### src/rtl/spm_seq_ctrl_if.sv
// Operand/product handshake bundle for spm_seq_ctrl.
// master = bus side (offers operands, takes products), slave = sequencer.
interface spm_seq_ctrl_if #(
  parameter int N = 8
);
  logic           in_valid;
  logic           in_ready;
  logic [N-1:0]   in_a;
  logic [N-1:0]   in_b;
  logic           out_valid;
  logic           out_ready;
  logic [2*N-1:0] out_prod;

  modport master (
    output in_valid, in_a, in_b, out_ready,
    input  in_ready, out_valid, out_prod
  );

  modport slave (
    input  in_valid, in_a, in_b, out_ready,
    output in_ready, out_valid, out_prod
  );
endinterface

### src/rtl/spm_seq_ctrl.sv
// Sequencer for a serial-parallel multiplier: latches operands, serialises the multiplier
// LSB-first, collects the 2N-bit product. Define SPM_CTRL_SIGNED_EN for two's-complement operands.
module spm_seq_ctrl #(
  parameter int N     = 8,
  parameter int P_LAT = 0
) (
  input  logic         clk,
  input  logic         rst,
  input  logic         flush,
  spm_seq_ctrl_if.slave bus,
  output logic         busy,
  output logic         spm_clr,
  output logic [N-1:0] spm_x,
  output logic         spm_y,
  input  logic         spm_p,
  output logic [1:0]   dbg_state
);

  localparam logic [1:0] S_IDLE  = 2'd0;
  localparam logic [1:0] S_CLEAR = 2'd1;
  localparam logic [1:0] S_RUN   = 2'd2;
  localparam logic [1:0] S_DONE  = 2'd3;

  localparam int RUN_LEN = 2 * N + P_LAT;
  localparam int CW      = $clog2(RUN_LEN + 1);
  localparam logic [CW-1:0] LAST_C = CW'(RUN_LEN - 1);
  localparam logic [CW-1:0] N_C    = CW'(N);

  logic [1:0]     state;
  logic [CW-1:0]  cnt;
  logic [N-1:0]   a_q;
  logic [N-1:0]   b_q;
  logic [2*N-1:0] prod;
  logic [N-1:0]   b_shift;
  logic           ext_bit;
  logic           shift_en;

  // Handshakes: a transfer happens on a rising edge where valid and ready are both high.
  // Input side is ready only in IDLE; output side is valid only in DONE and holds
  // out_prod stable until taken. flush overrides both.
  assign bus.in_ready  = (state == S_IDLE);
  assign bus.out_valid = (state == S_DONE);
  assign bus.out_prod  = prod;
  assign busy          = (state == S_CLEAR) || (state == S_RUN);
  assign spm_clr       = (state != S_RUN);
  assign spm_x         = a_q;
  assign dbg_state     = state;

  assign b_shift = b_q >> cnt;

`ifdef SPM_CTRL_SIGNED_EN
  assign ext_bit = b_q[N-1];
`else
  assign ext_bit = 1'b0;
`endif

  always_comb begin
    spm_y = 1'b0;
    if (state == S_RUN) begin
      spm_y = (cnt < N_C) ? b_shift[0] : ext_bit;
    end
  end

  // Product bits only start arriving P_LAT cycles into RUN.
  generate
    if (P_LAT == 0) begin : g_no_lat
      assign shift_en = 1'b1;
    end else begin : g_lat
      assign shift_en = (cnt >= CW'(P_LAT));
    end
  endgenerate

  always_ff @(posedge clk or posedge rst) begin
    if (rst) begin
      state <= S_IDLE;
      cnt   <= '0;
      a_q   <= '0;
      b_q   <= '0;
      prod  <= '0;
    end else if (flush) begin
      state <= S_IDLE;
    end else begin
      case (state)
        S_IDLE: begin
          if (bus.in_valid) begin
            a_q   <= bus.in_a;
            b_q   <= bus.in_b;
            state <= S_CLEAR;
          end
        end
        S_CLEAR: begin
          cnt   <= '0;
          prod  <= '0;
          state <= S_RUN;
        end
        S_RUN: begin
          if (shift_en) begin
            prod <= {spm_p, prod[2*N-1:1]};
          end
          if (cnt == LAST_C) begin
            state <= S_DONE;
          end else begin
            cnt <= cnt + 1'b1;
          end
        end
        default: begin
          if (bus.out_ready) begin
            state <= S_IDLE;
          end
        end
      endcase
    end
  end

endmodule
### src/flat_wrapper.sv
// flat-port wrapper written by rule: the top's interface ports become plain ports
module spm_seq_ctrl_flat 
#(
  parameter int N     = 8,
  parameter int P_LAT = 0
)
  (clk, rst, flush, busy, spm_clr, spm_x, spm_y, spm_p, dbg_state, bus_in_valid, bus_in_a, bus_in_b, bus_out_ready, bus_in_ready, bus_out_valid, bus_out_prod);
  spm_seq_ctrl_if #(.N(N)) bus_i ();
  input  logic clk;
  input  logic rst;
  input  logic flush;
  output logic busy;
  output logic spm_clr;
  output logic [N-1:0] spm_x;
  output logic spm_y;
  input  logic spm_p;
  output logic [1:0] dbg_state;
  input wire logic [$bits(bus_i.in_valid)-1:0] bus_in_valid;
  input wire logic [$bits(bus_i.in_a)-1:0] bus_in_a;
  input wire logic [$bits(bus_i.in_b)-1:0] bus_in_b;
  input wire logic [$bits(bus_i.out_ready)-1:0] bus_out_ready;
  output wire logic [$bits(bus_i.in_ready)-1:0] bus_in_ready;
  output wire logic [$bits(bus_i.out_valid)-1:0] bus_out_valid;
  output wire logic [$bits(bus_i.out_prod)-1:0] bus_out_prod;
  assign bus_i.in_valid = bus_in_valid;
  assign bus_i.in_a = bus_in_a;
  assign bus_i.in_b = bus_in_b;
  assign bus_i.out_ready = bus_out_ready;
  assign bus_in_ready = bus_i.in_ready;
  assign bus_out_valid = bus_i.out_valid;
  assign bus_out_prod = bus_i.out_prod;
  spm_seq_ctrl #(.N(N), .P_LAT(P_LAT)) u_core (.clk(clk), .rst(rst), .flush(flush), .bus(bus_i), .busy(busy), .spm_clr(spm_clr), .spm_x(spm_x), .spm_y(spm_y), .spm_p(spm_p), .dbg_state(dbg_state));
endmodule
### config.mk
export PLATFORM = sky130hd
export DESIGN_NAME = spm_seq_ctrl_flat
export DESIGN_NICKNAME = d
export VERILOG_FILES = /design/src/rtl/spm_seq_ctrl_if.sv /design/src/rtl/spm_seq_ctrl.sv /design/src/flat_wrapper.sv
export SDC_FILE = /design/constraint.sdc
export NUM_CORES = 1
export LEC_CHECK = 0
export BUFFER_PORTS_ARGS = -buffer_cell sky130_fd_sc_hd__buf_2
export CAP_MARGIN = 5
export CORE_MARGIN = 3
export CORE_UTILIZATION = 50
export CTS_CLUSTER_DIAMETER = 120
export CTS_CLUSTER_SIZE = 28
export DETAILED_ROUTE_END_ITERATION = 6
export PLACE_DENSITY_LB_ADDON = 0.15
export SKIP_CTS_REPAIR_TIMING = 1
export SYNTH_ARGS = -nofsm -noshare
export SYNTH_HDL_FRONTEND = slang
export SYNTH_SLANG_ARGS = --single-unit
### constraint.sdc
create_clock -name clk -period 3.6 [get_ports clk]
set_input_delay 0.72 -clock clk [delete_from_list [all_inputs] [get_ports clk]]
set_output_delay 0.72 -clock clk [all_outputs]
set_load 0.02 [all_outputs]
**Word level (Yosys, flattened, before mapping)**

Cells that the tools add are included.

- Bitwise logic cells: 1
- $lt $le $gt $ge: 1
- Mux-type cells: 10
- Equal/unequal tests: 8
- Shifts and indexed selects: 1
- Add/subtract/negate cells: 1
- Reduce and logical (&&, ||, !) cells: 8

Operators by type and width:

| cell | number |
|---|---|
| case mux 16 bit (2 select lines) | 1 |
| case mux 5 bit (2 select lines) | 1 |
| AND reduction 3 bit | 3 |
| 2-to-1 mux 2 bit | 4 |
| right shift 8 x 5 -> 1 bit | 1 |
| inequality test 3 bit, second input constant | 2 |
| case mux 2 bit (3 select lines) | 1 |
| adder 5 x 1 -> 5 bit, second input constant | 1 |
| == test 5 x 4 -> 1 bit, second input constant | 1 |
| less-than comparator 5 x 4 -> 1 bit, second input constant | 1 |
| 2-to-1 mux 5 bit | 1 |
| nonzero test 5 bit | 1 |
| == test 2 bit, second input constant | 2 |
| inequality test 2 bit, second input constant | 2 |
| == test 2 x 1 -> 1 bit, second input constant | 1 |
| zero test 2 bit | 1 |
| 2-to-1 mux 1 bit | 2 |
| AND reduction 2 bit | 1 |
| nonzero test 2 bit | 1 |
| logical OR 1 bit | 1 |
| inverter 1 bit | 1 |

- Register bits: 39
- Output and inout port bits: 31
- Input bits: 22

**Longest topological paths before layout**

- Depth in word-level cells: 4
- Gate-level depth with buffers: 7
- Gate-level depth less buffers: 6

**Least setup slack after synthesis**

No wires, ideal clock.

- Kind: register -> output
- Start point: reg u_core.state[0] (netlist: u_core.dbg_state[0])
- End point: out spm_y
- Required time: 2,880 ps
- Arrival time: 1,707 ps
- Path buffers: 2
- Path slack: 1,173 ps
- Stages on the path, launching flop included: 7
- Path through: dfrtp_1 > inv_1 > ha_1 > buf_6 > clkbuf_1 > nand3_1 > nor3_1

- Word-level cells in the longest chain between the ends: 2

Ends and longest elaborated chain:

| item | RTL line | source |
|---|---|---|
| start, declared | spm_seq_ctrl.sv:29 | `logic [1:0] state;` |
| start signal, assigned | spm_seq_ctrl.sv:75 | `state <= S_IDLE;` |
| start signal, assigned | spm_seq_ctrl.sv:81 | `state <= S_IDLE;` |
| start signal, assigned | spm_seq_ctrl.sv:88 | `state <= S_CLEAR;` |
| == test 2 bit | spm_seq_ctrl.sv:59 | `if (state == S_RUN) begin` |
| 2-to-1 mux 1 bit | spm_seq_ctrl.sv:59 |  |
| end, declared | flat_wrapper.sv:15 | `output logic spm_y;` |

Every way passes these cells.

**Final worst setup path**

Same ends and word-level chain as after synthesis.

==> results.sh <==
export IMPL_status="finished clean"
export IMPL_wirelength_mm=3.46
export IMPL_cts_htree_levels=2
export IMPL_grt_max_degree=38
export IMPL_drtIter0Drc=62
export IMPL_clk_pin_slew_worst_paths_ps=110
export IMPL_cts_tree="done"
export IMPL_hold_viol=0
export IMPL_critPathRequiredTime_ps=2880
export IMPL_overflow=0
export IMPL_fin_setup_tns_ps=0
export IMPL_cp_max_fo=25
export IMPL_synth_warnings=0
export IMPL_area_delta_synth_final_pct=20.1
export IMPL_tightest_slew_ps=1070
export IMPL_num_antenna_cells=0
export IMPL_grt_util_all_layers_pct=17.7
export IMPL_fin_crit_sh_pct=80.0
export IMPL_avgSynthCellArea_um2=11.0
export IMPL_synth_edff_count=0
export IMPL_syn_num_nets=189
export IMPL_cts_sinks=39
export IMPL_drv_slew=0
export IMPL_synth_common_cells="39 x dfrtp_1, 35 x nand2_1, 18 x mux2_2, 18 x o21ai_0, 7 x inv_1"
export IMPL_syn_area_mm2=0.00177
export IMPL_fmax_mhz=347
export IMPL_drc=0
export IMPL_cts_buffers=5
export IMPL_die_width_um=65.4
export IMPL_async_flop_share_pct=100
export IMPL_grt_setup_unrepaired="no"
export IMPL_antenna_found_initial=0
export IMPL_synth_seq_area_share_pct=55.2
export IMPL_p_per_area_mw_per_mm2=678
export IMPL_vdd_drop_max_v=0.000420
export IMPL_ant_nets=0
export IMPL_die_area_mm2=0.00428
export IMPL_setup_violations_final=0
export IMPL_yosysTopAreaCell="dfrtp_1"
export IMPL_vias_per_cell=5.15
export IMPL_grt_pass1_wl_mm=5.80
export IMPL_routabilityCongestion=0.774
export IMPL_clock_skew_ps=8.02
export IMPL_core_mm2=0.00320
export IMPL_leakage_nw=1.03
export IMPL_nets=241
export IMPL_cts_buffer_depth=2
export IMPL_slew_headroom_pct=29.0
export IMPL_fin_crit_ps=2880
export IMPL_synth_seq_cells=39
export IMPL_critical_path_arrival_ps=2160
export IMPL_worst_setup_path_end_kind="output pin"
export IMPL_worstSetupPathType="reg2out"
export IMPL_die_y_um=65.4
export IMPL_synthTopCellsByArea="dfrtp_1 55%, mux2_2 11%, nand2_1 7.4%"
export IMPL_io_buffer_count=52
export IMPL_drv_cap=0
export IMPL_final_core_util_pct=66.3
export IMPL_num_rows=20
export IMPL_yosysMostFrequentCell="dfrtp_1"
export IMPL_synth_top_area_share_pct=55.2
export IMPL_hpwl_mm=2.57
export IMPL_dr_pass1_iters=4
export IMPL_cp_start_kind="register"
export IMPL_synth_distinct_cells=27
export IMPL_syn_inst=161
export IMPL_drive_gt1_share_pct=38.3
export IMPL_vias=1329
export IMPL_clkLatencyLatePin_ps=340
export IMPL_ctsRootBufferMaster="clkbuf_4"
export IMPL_hp_class="in2async"
export IMPL_io_pins=53
export IMPL_synth_top_flop_cell="dfrtp_1"
export IMPL_wl_per_cell_um=13.4
export IMPL_grt_pass1_vias=1284
export IMPL_initial_core_util_pct=55.2
path summary, 6_finish.rpt:
kind | depth (start not counted) | end | slack [ps] | start
worst max-delay path | 5 | spm_y | 720 | u_core.dbg_state[0]
worst min-delay path | 2 | u_core.spm_x[0] | 490 | rst
worst max register to register | 5 | u_core.cnt[3] | 1330 | u_core.dbg_state[0]
worst min register to register | 1 | u_core.spm_x[7] | 510 | u_core.spm_x[7]
max in group asynchronous | 3 | u_core.b_q[6] | 2390 | rst
min in group clk | 1 | u_core.spm_x[7] | 510 | u_core.spm_x[7]
state kept, by name, indices dropped and copies added, names as in the netlist:
register / flops
u_core.bus.out_prod: 16
u_core.b_q: 8
u_core.spm_x: 8
u_core.cnt: 5
u_core.dbg_state: 2
cells in the final DEF (no fill, tap or decap), drive strengths merged, types with 2 or more instances in the layout:
cell | Yosys | routed
dfrtp | 39 | 39
a21oi | 5 | 5
buf | 3 | 53
mux2 | 18 | 18
o31ai | 2 | 2
nand2b | 4 | 4
mux2i | 2 | 2
clkbuf | 5 | 7
nand2 | 35 | 35
ha | 6 | 6
o21ai | 18 | 18
nor2 | 2 | 2
inv | 7 | 7
nor2b | 2 | 2
o22ai | 2 | 2
or4 | 2 | 2
report_power, final:
part / leakage [nW] / switching (W) / total [W] / internal (W)
Sequential: 0.508 / 0.0000671 / 0.000616 / 0.000549
Combinational: 0.484 / 0.000337 / 0.000573 / 0.000236
Clock: 0.0375 / 0.000135 / 0.000249 / 0.000114
Total: 1.03 / 0.000539 / 0.00144 / 0.000899
layer usage:
metal	share of wire (%)	up-vias	track usage, %	wire length [µm]
met4	1.4	0	6.48	48
met3	7.0	8	4.27	243
met1	42	621	21.7	1460
li1	-	648	-	-
met5	0	-	0	0
met2	49	52	30.2	1710
per-stage QoR:
| stage | hold WS, ps | instance area (µm²) | worst slack (ps) | std cells | total power, W |
|---|---|---|---|---|---|
| floorplan | 474 | 1770 | 1170 | 161 | 0.00105 |
| global placement | 472 | 2050 | 1170 | 250 | 0.00117 |
| detailed placement | 489 | 2050 | 1090 | 250 | 0.00120 |
| CTS | 497 | 2120 | 709 | 258 | 0.00145 |
| global route | 529 | 2120 | 606 | 258 | 0.00153 |
| finish | 486 | 2120 | 722 | 258 | 0.00144 |
area by class of cell:
cell class	instances	area (µm²)
inverter	7	26.3
tap	44	55.1
timing repair buffer	53	268
fill	283	1080
sequential	39	976
clock inverter	1	7.51
multi-input combinational	107	724
clock buffer	7	65.1
cell families after synthesis:
family                     count (synthesis)  share of synthesized area [%]
AOI/OAI and AO/OA                         27                           8.07
adders and majority gates                  6                           4.25
buffers and inverters                     15                           3.75
DFF                                       39                           55.2
muxes                                     21                           13.9
and+or+nand+nor                           53                           14.8
worst max-delay path, cell delays in order, from the launching register on:
cell	delay, ps
dfrtp_1	430
inv_1	110
ha_1	680
nand3_1	200
nor3_1	210
buf_2	190
(Power assumes the default switching activity.)
